--- config.mk ---
export PLATFORM = sky130hd
export DESIGN_NAME = tpu_fp8_encoder_flat
export DESIGN_NICKNAME = d
export VERILOG_FILES = /design/src/rtl/tpu_pkg.sv /design/src/rtl/tpu_fp8_encoder_if.sv /design/src/rtl/fp8_normalize.sv /design/src/rtl/tpu_fp8_encoder.sv /design/src/flat_wrapper.sv
export SDC_FILE = /design/constraint.sdc
export NUM_CORES = 1
export LEC_CHECK = 0
export BUFFER_PORTS_ARGS = -buffer_cell sky130_fd_sc_hd__buf_2
export CAP_MARGIN = 20
export CORE_ASPECT_RATIO = 1.2
export CORE_MARGIN = 3
export CORE_UTILIZATION = 45
export DETAILED_ROUTE_END_ITERATION = 7
export PLACE_DENSITY = 0.73
export RECOVER_POWER = 50
export SETUP_SLACK_MARGIN = 0.4
export SLEW_MARGIN = 20
export SYNTH_ARGS = -nofsm -noshare
export SYNTH_HDL_FRONTEND = slang
export SYNTH_SLANG_ARGS = --single-unit
--- constraint.sdc ---
create_clock -name clk -period 8.8 [get_ports clk]
set_clock_uncertainty 0.2 [all_clocks]
set_input_delay 1.76 -clock clk [delete_from_list [all_inputs] [get_ports clk]]
set_output_delay 1.76 -clock clk [all_outputs]
set_load 0.02 [all_outputs]
--- src/rtl/tpu_pkg.sv ---
// Shared constants, FP8 field layout and FSM state encoding for the TPU FP8
// accumulator encoder.
package tpu_pkg;

  localparam int ACC_W    = 34;
  localparam int HALF_W   = 17;
  localparam int FP8_W    = 8;
  localparam int EXP_W    = 4;
  localparam int MANT_W   = 3;
  localparam int SIGN_POS = 7;
  localparam int EXP_LSB  = 3;
  localparam int MANT_LSB = 0;
  localparam int EXP_MAX  = 15;
  // Wide enough for a leading-one index of 0..33 plus the carry exponent.
  localparam int LEAD_W   = 6;

  typedef enum logic [2:0] {
    ST_IDLE  = 3'd0,
    ST_RD_LO = 3'd1,
    ST_RD_HI = 3'd2,
    ST_CONV  = 3'd3,
    ST_HOLD  = 3'd4
  } state_e;

  function automatic logic [FP8_W-1:0] fp8_pack(input logic sign,
                                                input logic [EXP_W-1:0] exp_field,
                                                input logic [MANT_W-1:0] mant_field);
    logic [FP8_W-1:0] word;
    word = '0;
    word[SIGN_POS] = sign;
    word[EXP_LSB +: EXP_W] = exp_field;
    word[MANT_LSB +: MANT_W] = mant_field;
    return word;
  endfunction

endpackage

--- src/rtl/tpu_fp8_encoder_if.sv ---
// Signal bundle between the MAC / result consumer (master) and the FP8
// encoder (slave).
interface tpu_fp8_encoder_if;
  import tpu_pkg::*;

  logic              start;
  logic [HALF_W-1:0] acc_half;
  logic              mac_error;
  logic              out_hl;
  logic              busy;
  logic [FP8_W-1:0]  fp8_out;
  logic              fp8_valid;
  logic              fp8_ready;
  logic              sat;
  logic              err;

  // Result handshake: a result transfers on a rising clk edge where
  // fp8_valid && fp8_ready; once fp8_valid is high it stays high, and
  // fp8_out/sat/err stay unchanged, until that edge. fp8_ready may be high
  // at any time and has no effect while fp8_valid is low.
  modport master (
    output start, acc_half, mac_error, fp8_ready,
    input  out_hl, busy, fp8_out, fp8_valid, sat, err
  );

  modport slave (
    input  start, acc_half, mac_error, fp8_ready,
    output out_hl, busy, fp8_out, fp8_valid, sat, err
  );

endinterface

--- src/rtl/fp8_normalize.sv ---
// Leading-one detect, normalize and round-half-up of an unsigned magnitude
// into a 4-bit exponent / 3-bit mantissa, with saturation.
module fp8_normalize
  import tpu_pkg::*;
(
  input  logic [ACC_W-1:0]  mag,
  output logic [EXP_W-1:0]  exp_field,
  output logic [MANT_W-1:0] mant_field,
  output logic              sat
);

  logic [LEAD_W-1:0] lead;
  logic [3:0]        win;
  logic [MANT_W:0]   mant_sum;
  logic [LEAD_W-1:0] exp_full;

  always_comb begin
    lead = '0;
    for (int i = 0; i < ACC_W; i++) begin
      if (mag[i]) lead = LEAD_W'(i);
    end

    win      = '0;
    mant_sum = '0;
    exp_full = '0;
    if (mag < ACC_W'(8)) begin
      mant_sum = {1'b0, mag[2:0]};
    end else begin
      // win = {V[p-1:p-3], V[p-4]}; the appended zero supplies the round bit at p=3.
      win      = 4'({mag, 1'b0} >> (lead - LEAD_W'(3)));
      mant_sum = {1'b0, win[3:1]} + {3'b000, win[0]};
      // A mantissa carry leaves mant_sum[2:0]=0 and bumps the exponent.
      exp_full = lead - LEAD_W'(2) + {{(LEAD_W-1){1'b0}}, mant_sum[MANT_W]};
    end

    sat        = (exp_full > LEAD_W'(EXP_MAX));
    exp_field  = sat ? EXP_W'(EXP_MAX) : exp_full[EXP_W-1:0];
    mant_field = sat ? '1 : mant_sum[MANT_W-1:0];
  end

endmodule

--- src/rtl/tpu_fp8_encoder.sv ---
// Reads a 34-bit MAC accumulator in two 17-bit halves, scales it and encodes
// it as sign/exp/mant FP8, holding the result until the consumer accepts it.
module tpu_fp8_encoder
  import tpu_pkg::*;
#(
  parameter int SCALE_SHIFT = 0
) (
  input  logic               clk,
  input  logic               reset,
  tpu_fp8_encoder_if.slave   bus,
  output state_e             state_dbg
);

  state_e state, state_nx;

  logic [ACC_W-1:0] acc;
  logic             err_acc;
  logic [FP8_W-1:0] fp8_q;
  logic             valid_q;
  logic             sat_q;
  logic             err_q;

  logic              sign;
  logic [ACC_W-1:0]  mag;
  logic [ACC_W:0]    mag_ext;
  logic [ACC_W-1:0]  mag_s;
  logic [EXP_W-1:0]  exp_field;
  logic [MANT_W-1:0] mant_field;
  logic              norm_sat;
  logic [FP8_W-1:0]  fp8_nx;

  always_ff @(posedge clk or negedge reset) begin
    if (!reset) state <= ST_IDLE;
    else        state <= state_nx;
  end

  always_comb begin
    state_nx = state;
    case (state)
      ST_IDLE:  if (bus.start) state_nx = ST_RD_LO;
      ST_RD_LO: state_nx = ST_RD_HI;
      ST_RD_HI: state_nx = ST_CONV;
      ST_CONV:  state_nx = ST_HOLD;
      ST_HOLD:  if (bus.fp8_ready) state_nx = ST_IDLE;
      default:  state_nx = ST_IDLE;
    endcase
  end

  // Two's complement magnitude; -2^33 maps to 2^33, which still fits 34 bits.
  assign sign    = acc[ACC_W-1];
  assign mag     = sign ? -acc : acc;
  assign mag_ext = {mag, 1'b0} >> SCALE_SHIFT;
  assign mag_s   = mag_ext[ACC_W:1] + {{(ACC_W-1){1'b0}}, mag_ext[0]};

  fp8_normalize u_normalize (
    .mag        (mag_s),
    .exp_field  (exp_field),
    .mant_field (mant_field),
    .sat        (norm_sat)
  );

  // A magnitude that scales down to zero is reported as +0.
  assign fp8_nx = fp8_pack(sign & (mag_s != '0), exp_field, mant_field);

  always_ff @(posedge clk or negedge reset) begin
    if (!reset) begin
      acc     <= '0;
      err_acc <= 1'b0;
      fp8_q   <= '0;
      valid_q <= 1'b0;
      sat_q   <= 1'b0;
      err_q   <= 1'b0;
    end else begin
      case (state)
        ST_RD_LO: begin
          acc[HALF_W-1:0] <= bus.acc_half;
          err_acc         <= bus.mac_error;
        end
        ST_RD_HI: begin
          acc[ACC_W-1:HALF_W] <= bus.acc_half;
          err_acc             <= err_acc | bus.mac_error;
        end
        ST_CONV: begin
          fp8_q   <= fp8_nx;
          sat_q   <= norm_sat;
          err_q   <= err_acc;
          valid_q <= 1'b1;
        end
        ST_HOLD: if (bus.fp8_ready) valid_q <= 1'b0;
        default: ;
      endcase
    end
  end

  assign bus.out_hl    = (state == ST_RD_HI);
  assign bus.busy      = (state != ST_IDLE);
  assign bus.fp8_out   = fp8_q;
  assign bus.fp8_valid = valid_q;
  assign bus.sat       = sat_q;
  assign bus.err       = err_q;
  assign state_dbg     = state;

endmodule

--- src/flat_wrapper.sv ---
// flat-port wrapper written by rule: the top's interface ports become plain ports
module tpu_fp8_encoder_flat import tpu_pkg::*;
#(
  parameter int SCALE_SHIFT = 0
)
  (clk, reset, state_dbg, bus_start, bus_acc_half, bus_mac_error, bus_fp8_ready, bus_out_hl, bus_busy, bus_fp8_out, bus_fp8_valid, bus_sat, bus_err);
  tpu_fp8_encoder_if bus_i ();
  input  logic clk;
  input  logic reset;
  output state_e state_dbg;
  input wire logic [$bits(bus_i.start)-1:0] bus_start;
  input wire logic [$bits(bus_i.acc_half)-1:0] bus_acc_half;
  input wire logic [$bits(bus_i.mac_error)-1:0] bus_mac_error;
  input wire logic [$bits(bus_i.fp8_ready)-1:0] bus_fp8_ready;
  output wire logic [$bits(bus_i.out_hl)-1:0] bus_out_hl;
  output wire logic [$bits(bus_i.busy)-1:0] bus_busy;
  output wire logic [$bits(bus_i.fp8_out)-1:0] bus_fp8_out;
  output wire logic [$bits(bus_i.fp8_valid)-1:0] bus_fp8_valid;
  output wire logic [$bits(bus_i.sat)-1:0] bus_sat;
  output wire logic [$bits(bus_i.err)-1:0] bus_err;
  assign bus_i.start = bus_start;
  assign bus_i.acc_half = bus_acc_half;
  assign bus_i.mac_error = bus_mac_error;
  assign bus_i.fp8_ready = bus_fp8_ready;
  assign bus_out_hl = bus_i.out_hl;
  assign bus_busy = bus_i.busy;
  assign bus_fp8_out = bus_i.fp8_out;
  assign bus_fp8_valid = bus_i.fp8_valid;
  assign bus_sat = bus_i.sat;
  assign bus_err = bus_i.err;
  tpu_fp8_encoder #(.SCALE_SHIFT(SCALE_SHIFT)) u_core (.clk(clk), .reset(reset), .bus(bus_i), .state_dbg(state_dbg));
endmodule
==> metrics.cfg, run 1 <==
[critical_path]
start_kind=flip-flop
criticalPathCategory=reg -> reg
crit_family=compound AO/OA/AOI/OAI gates
cp_max_fo=24
cp.arrival_ps=8050
path_buf_inv=2
path_common_cell=ha_1
crit_path_max_incr_delay_ps=670
endpoint_kind=flip-flop
critPathSlowestCell=or3b_2
required_ps=8760

[sta]
fmax_ghz=0.1237
tns_ps=0
setup_viol=0
fin_crit_ps=8083
fin_crit_sh_pct=91.85
maxSlewHeadroom_pct=-79.82
setup_ws_ps=717.3
hold_viol_final=0
finalMaxSlewViolations=50
tightestPinTransition_ps=2697
rsz0062_at_grt=no

[routing]
via_count=6084
ant_nets=0
routed_via_density=6.752
route.detailed.drc=0
drtIter0Drc=754
wl_um=20840
wire_per_inst_um=23.13
drt_pass1_iterations=5

[grt]
grt_max_degree=68
grt_usage_pct=27.83
overflow=0
antenna_found_initial=0
first_global_vias=5830
grt_pass1_wl_um=32690

[logic_synthesis]
synth_most_common_cell=nand2_1
syn_nets=768
netlist_top_cells_count=78 x nand2_1, 67 x o21ai_0, 57 x nor2_1, 49 x dfrtp_1
yosysTopAreaCellShare_pct=20.74
synthCells=739
synth.area.top_cells=dfrtp_1 21%, mux2_2 6.1%, o21ai_0 5.7%, nand2_1 5.0%, nor2_1 3.6%
ys_ff_latch=49
synth.yosys.seq_area_share_pct=20.74
synth_area_per_cell_um2=8.002
synth-edff-count=0
synthFlopType=dfrtp_1
yosysWarnings=0
async_reset_ff_share_pct=100.0
yosysTopAreaCell=dfrtp_1
synth_cell_type_count=89
synth.cell_area_um2=5913

[cts]
clock_sinks=49
cts_tree=done
clkLatencyLatePin_ps=300
numCtsBuffers=5
clk_path_buf_depth=2
cts_max_level=2
cts_root_buf=clkbuf_16
clkSlewWorstSetupHoldPaths_ps=70

[placed_design]
placed_cell_area_um2=6116
dpl.hpwl_um=16050
io_buffers=37
gp_congestion=1.015
pre_cts_ws_ps=575.5
placed_cells_incl_taps=891

[finish]
area_growth_pct=6.962
final_cell_area_um2=6325
final_net_count=765
n_antenna_cell=0
fillCellCount=1263
instances_no_fill=901
layout-drive-gt1-share_pct=18.45

[hold_path]
hp-class=reg -> reg

[floorplanning]
dieArea_um2=14560
initial_core_util_pct=46.27
ioPinCount=38
die_w_um=110.6
die_y_um=131.6
floorplan.core_area_um2=12780
rows=45

[flow_run]
cap_violations=1

[run_status]
status=finished with violations
violations=max-capacitance violations, max-slew violations

per-layer routing:
layer	global-route usage [%]	wire, um	vias up
met2	46.83	10100	324
li1	-	-	2779
met3	2.948	1369	59
met4	12.87	920	0
met5	0	0	-
met1	35.72	8450	2922
flip-flops by register name, indices dropped and copies added (netlist names):
| name | flops |
|---|---|
| u_core.bus.fp8_valid | 1 |
| u_core.acc | 34 |
| u_core.err_acc | 1 |
| u_core.bus.err | 1 |
| u_core.state_dbg | 3 |
| u_core.bus.sat | 1 |
| u_core.bus.fp8_out | 8 |
layout by cell type (no fill, tap or decap), types with 15 or more instances in the layout:
cell and count:
nand2_1 78, o21ai_0 67, nor2_1 57, dfrtp_1 48, a21oi_1 35, mux2_2 32, buf_2 26, nor3_1 25
nand3_1 21, xnor2_1 20, xor2_1 19, mux2i_1 16, buf_4 15
layout make-up:
type | instances | area, um2 | share of cell area (%)
tap | 164 | 205.2 | 3.244
timing repair buffer | 54 | 291.5 | 4.609
clock inverter | 1 | 7.507 | 0.1187
sequential | 49 | 1227 | 19.41
multi-input combinational | 613 | 4398 | 69.54
inverter | 13 | 52.55 | 0.8309
clock buffer | 7 | 142.6 | 2.255
kinds of logic (layout without fill, tap and decap cells):
| family | after synthesis | count (layout) | share of synthesized area, % |
|---|---|---|---|
| adder cells (fa/ha/maj) | 7 | 7 | 1.481 |
| XOR/XNOR | 44 | 44 | 7.279 |
| AO/OA/AOI/OAI | 244 | 244 | 29.50 |
| buffers and inverters | 77 | 75 | 6.052 |
| AND/OR/NAND/NOR | 262 | 262 | 23.23 |
| flip-flops | 49 | 49 | 20.74 |
| multiplexers | 56 | 56 | 11.72 |
final timing paths:
path                       slack (ps)                                end  depth (start not counted)                               from
max                               720  u_core.bus.fp8_out[1]$_DFFE_PN0P_                         28          u_core.acc[0]$_DFFE_PN0P_
min                               290  u_core.bus.fp8_out[1]$_DFFE_PN0P_                          2  u_core.bus.fp8_out[1]$_DFFE_PN0P_
max in group asynchronous        4460         u_core.acc[33]$_DFFE_PN0P_                          2                              reset
max reg2reg                       720  u_core.bus.fp8_out[1]$_DFFE_PN0P_                         28          u_core.acc[0]$_DFFE_PN0P_
min reg2reg                       290  u_core.bus.fp8_out[1]$_DFFE_PN0P_                          2  u_core.bus.fp8_out[1]$_DFFE_PN0P_
min in group asynchronous        2200         u_core.acc[29]$_DFFE_PN0P_                          2                              reset
worst register-to-register path, delay by kind of cell, from the launching register on:
kind,cells,cell delay (ps)
simple gates,6,1730
compound gates,12,2870
flops,1,510
xor+xnor,1,350
buf+inv,2,450
fa+ha+maj,4,1050
mux,3,810
through the flow:
step                      hold slack [ps]  util, %
after global routing                312.1    49.49
final                               286.8    49.49
after CTS                           294.7    49.03
after detailed placement            276.8    47.85
after floorplan                     287.9        -
after global placement              258.5    47.85
timing repair:
action	CTS	global route
hold endpoints to repair	0	0
buffers inserted	0	2
endpoints found under the setup margin	0	8
gates resized for setup	0	9
hold buffers	0	0
Power of run 1 is left out: the tool's default activity adds up to more than one toggle a clock period on the data nets, which glitch-free logic cannot reach.
==> inputs of run 2 (changes only) <==
--- a/config.mk
+++ b/config.mk
@@ -5,13 +5,15 @@
 export SDC_FILE = /design/constraint.sdc
 export NUM_CORES = 1
 export LEC_CHECK = 0
+export ABC_AREA = 1
+export ABC_CLOCK_PERIOD_IN_PS = 8800
 export BUFFER_PORTS_ARGS = -buffer_cell sky130_fd_sc_hd__buf_2
 export CAP_MARGIN = 20
 export CORE_ASPECT_RATIO = 1.2
 export CORE_MARGIN = 3
 export CORE_UTILIZATION = 45
 export DETAILED_ROUTE_END_ITERATION = 7
-export PLACE_DENSITY = 0.73
+export PLACE_DENSITY = 0.74
 export RECOVER_POWER = 50
 export SETUP_SLACK_MARGIN = 0.4
 export SLEW_MARGIN = 20
==> run 2 against run 1 <==
Net effect:
- the flow still finishes with violations (max-capacitance violations, max-slew violations)
- non-clock buffer count shrank 14
- first-iteration DRC count down 60%
- synthesized area down 24%
- final cell count down 4.4%
- maximum frequency increased by 6.7%
- critical path depth rose by 25
- largest cell class unchanged
==> metrics.cfg, run 2 <==
[run_status]
status=finished with violations
violations=max-capacitance violations, max-slew violations

[sta]
setup_ws_ps=1224  ; +507.2 ps
rsz0062_at_grt=no
fin_crit_ps=7576  ; -507.2 ps
fin_crit_sh_pct=86.09  ; -5.8 points
maxSlewHeadroom_pct=-73.09  ; +6.7 points
fmax_ghz=0.1320  ; +6.7%
finalMaxSlewViolations=50  ; unchanged
hold_viol_final=0  ; unchanged
setup_viol=0  ; unchanged
tns_ps=0  ; unchanged
tightestPinTransition_ps=2596  ; -101.0 ps

[critical_path]
path_buf_inv=7  ; +5
cp.arrival_ps=7570  ; -480 ps
path_common_cell=nand2_1
start_kind=flip-flop
reg2reg_depth=53  ; +89%
reg2reg_from=u_core.acc[0]$_DFFE_PN0P_
rrSetupSlack_ps=1220  ; +510 ps
crit_path_max_incr_delay_ps=620  ; -50 ps
cp_max_fo=46  ; +92%
criticalPathCategory=reg -> reg
required_ps=8790  ; +30 ps
endpoint_kind=flip-flop
crit_family=simple AND/OR/NAND/NOR gates
critPathSlowestCell=inv_1
rr_endpoint=u_core.bus.fp8_out[2]$_DFFE_PN0P_

[routing]
wl_um=11920  ; -43%
route.detailed.drc=0  ; unchanged
routed_via_density=5.275  ; -22%
wire_per_inst_um=13.85  ; -40%
ant_nets=0  ; unchanged
via_count=4542  ; -25%
drt_pass1_iterations=5  ; unchanged
drtIter0Drc=304  ; -60%

[placed_design]
io_buffers=37  ; unchanged
dpl.hpwl_um=9627  ; -40%
pre_cts_ws_ps=1086  ; +510.7 ps
gp_congestion=0.8993  ; -11%

[grt]
antenna_found_initial=0  ; unchanged
first_global_vias=4323  ; -26%
grt_max_degree=50  ; -26%
grt_pass1_wl_um=20080  ; -39%
grt_usage_pct=21.67  ; -6.2 points
overflow=0  ; unchanged

[logic_synthesis]
synthSimpleGateAreaFrac_pct=40.29  ; +17 points
yosysTopAreaCell=dfrtp_1
yosysWarnings=0  ; unchanged
synth_area_per_cell_um2=6.298  ; -21%
synthCells=714  ; -3.4%
synth_mux_area_share_pct=0  ; -12 points
syn_nets=743  ; -3.3%
synth.area.top_cells=dfrtp_1 27%, nand2_1 19%, nand3_1 7.1%, o21ai_0 7.1%, inv_1 6.3%
synth_top_family_by_area=simple AND/OR/NAND/NOR gates
synth_cell_type_count=47  ; -47%
synthAdderAreaFrac_pct=1.948  ; +0.47 points
ys_ff_latch=49  ; unchanged
synth-edff-count=0  ; unchanged
synth.yosys.seq_area_share_pct=27.27  ; +6.5 points
synth_most_common_cell=nand2_1
yosysTopAreaCellShare_pct=27.27  ; +6.5 points
async_reset_ff_share_pct=100.0  ; unchanged
netlist_top_cells_count=231 x nand2_1, 76 x inv_1, 64 x nand3_1, 64 x o21ai_0, 57 x nor2_1
synth.cell_area_um2=4497  ; -24%
synth-xor-area-share_pct=6.066  ; -1.2 points
synth-compound-area-share_pct=14.11  ; -15 points
synthFlopType=dfrtp_1

[floorplanning]
floorplan.core_area_um2=9613  ; -25%
ioPinCount=38  ; unchanged
initial_core_util_pct=46.78  ; +0.51 points
die_y_um=115.5  ; -12%
rows=39  ; -13%
die_w_um=97.26  ; -12%
dieArea_um2=11230  ; -23%

[cts]
cts_tree=done
clock_sinks=49  ; unchanged
cts_root_buf=clkbuf_16
clkSlewWorstSetupHoldPaths_ps=70  ; about the same
cts_max_level=2  ; unchanged
numCtsBuffers=5  ; unchanged
clk_path_buf_depth=2  ; unchanged
hold_buffers=0  ; unchanged
clkLatencyLatePin_ps=290  ; about the same

[finish]
top_register=u_core.acc
final_net_count=766  ; +0.13%
largest_register_ffs=34  ; unchanged
final_cell_mix=231 x nand2_1, 76 x inv_1, 64 x nand3_1, 64 x o21ai_0, 57 x nor2_1
area_growth_pct=9.432
n_antenna_cell=0  ; unchanged
layout-drive-gt1-share_pct=13.55  ; -4.9 points
final_common_cell=nand2_1

[hold_path]
hp-class=reg -> reg
holdPathEnd=u_core.bus.fp8_out[2]$_DFFE_PN0P_
min-delay-start=u_core.bus.fp8_out[2]$_DFFE_PN0P_
holdPathStages=2  ; unchanged

[flow_run]
cap_violations=1  ; unchanged

==> run 2: cell types whose count changed in the layout (fill, tap and decap cells not counted), sizes merged, moves of 19 or more <==
cell,previous run,this run
a21oi,36,14
inv,11,93
mux2,33,0
nand2,79,240
nand3,21,68
nor4,20,1
xnor2,22,3
==> run 2: timing repair <==
item                       in CTS  in global routing
resized for setup               0                  1
setup endpoints to repair       0                  8
setup buffers                   0                  0
==> run 2: logic make-up (layout without fill, tap and decap cells) <==
group / Yosys count / in the layout
adders and majority gates: 7 / 7
and+or+nand+nor: 398 / 398
AOI/OAI and AO/OA: 113 / 113
DFF: 49 / 49
xor gates and xnor gates: 29 / 29
buffers and inverters: 118 / 142
==> run 2: worst max path at each step <==
stage / startpoint / endpoint / slack (ps) / cells past startpoint
CTS: u_core.acc[0]$_DFFE_PN0P_ / u_core.bus.fp8_out[2]$_DFFE_PN0P_ / 1060 / 53
detailed placement: u_core.acc[0]$_DFFE_PN0P_ / u_core.bus.fp8_out[2]$_DFFE_PN0P_ / 1090 / 46
global route: u_core.acc[1]$_DFFE_PN0P_ / u_core.bus.fp8_out[2]$_DFFE_PN0P_ / 470 / 53
floorplan: u_core.acc[0]$_DFFE_PN0P_ / u_core.bus.fp8_out[2]$_DFFE_PN0P_ / 2720 / 42
finish: u_core.acc[0]$_DFFE_PN0P_ / u_core.bus.fp8_out[2]$_DFFE_PN0P_ / 1220 / 53
global placement: u_core.acc[0]$_DFFE_PN0P_ / u_core.bus.fp8_out[2]$_DFFE_PN0P_ / 1290 / 51
==> run 2: through the flow <==
step | hold WS [ps] | cells | util, % | area (um2)
floorplan | 275.0 | 714 | - | 4497
global placement | 252.8 | 853 | 49.46 | 4755
detailed placement | 260.6 | 853 | 49.46 | 4755
CTS | 278.7 | 861 | 51.30 | 4931
global route | 293.8 | 861 | 51.19 | 4921
finish | 273.0 | 861 | 51.19 | 4921
==> run 2: metal layers <==
metal / GRT usage, % / share of wire, % / up-vias
met1: 28.21 / 45 / 2055
met5: 0 / 0 / -
li1: - / - / 2320
met4: 9.788 / 3.8 / 0
met2: 36.69 / 47 / 134
met3: 2.348 / 4.5 / 33
==> run 2: tightest hold or removal path: cells and delay by family, from the launching register on <==
| kind | cells | cell delay (ps) |
|---|---|---|
| flip-flops | 1 | 340 |
| AND/OR/NAND/NOR | 2 | 100 |
==> run 2: cell type report <==
cell class,instances,area [um2]
Fill cell,938,4692
Multi-Input combinational cell,547,2809
Sequential cell,49,1226
Inverter,94,355.3
Timing Repair Buffer,40,200.2
Tap cell,123,153.9
Clock buffer,6,138.9
Clock inverter,2,37.54
Power of run 2 is left out for the same reason.
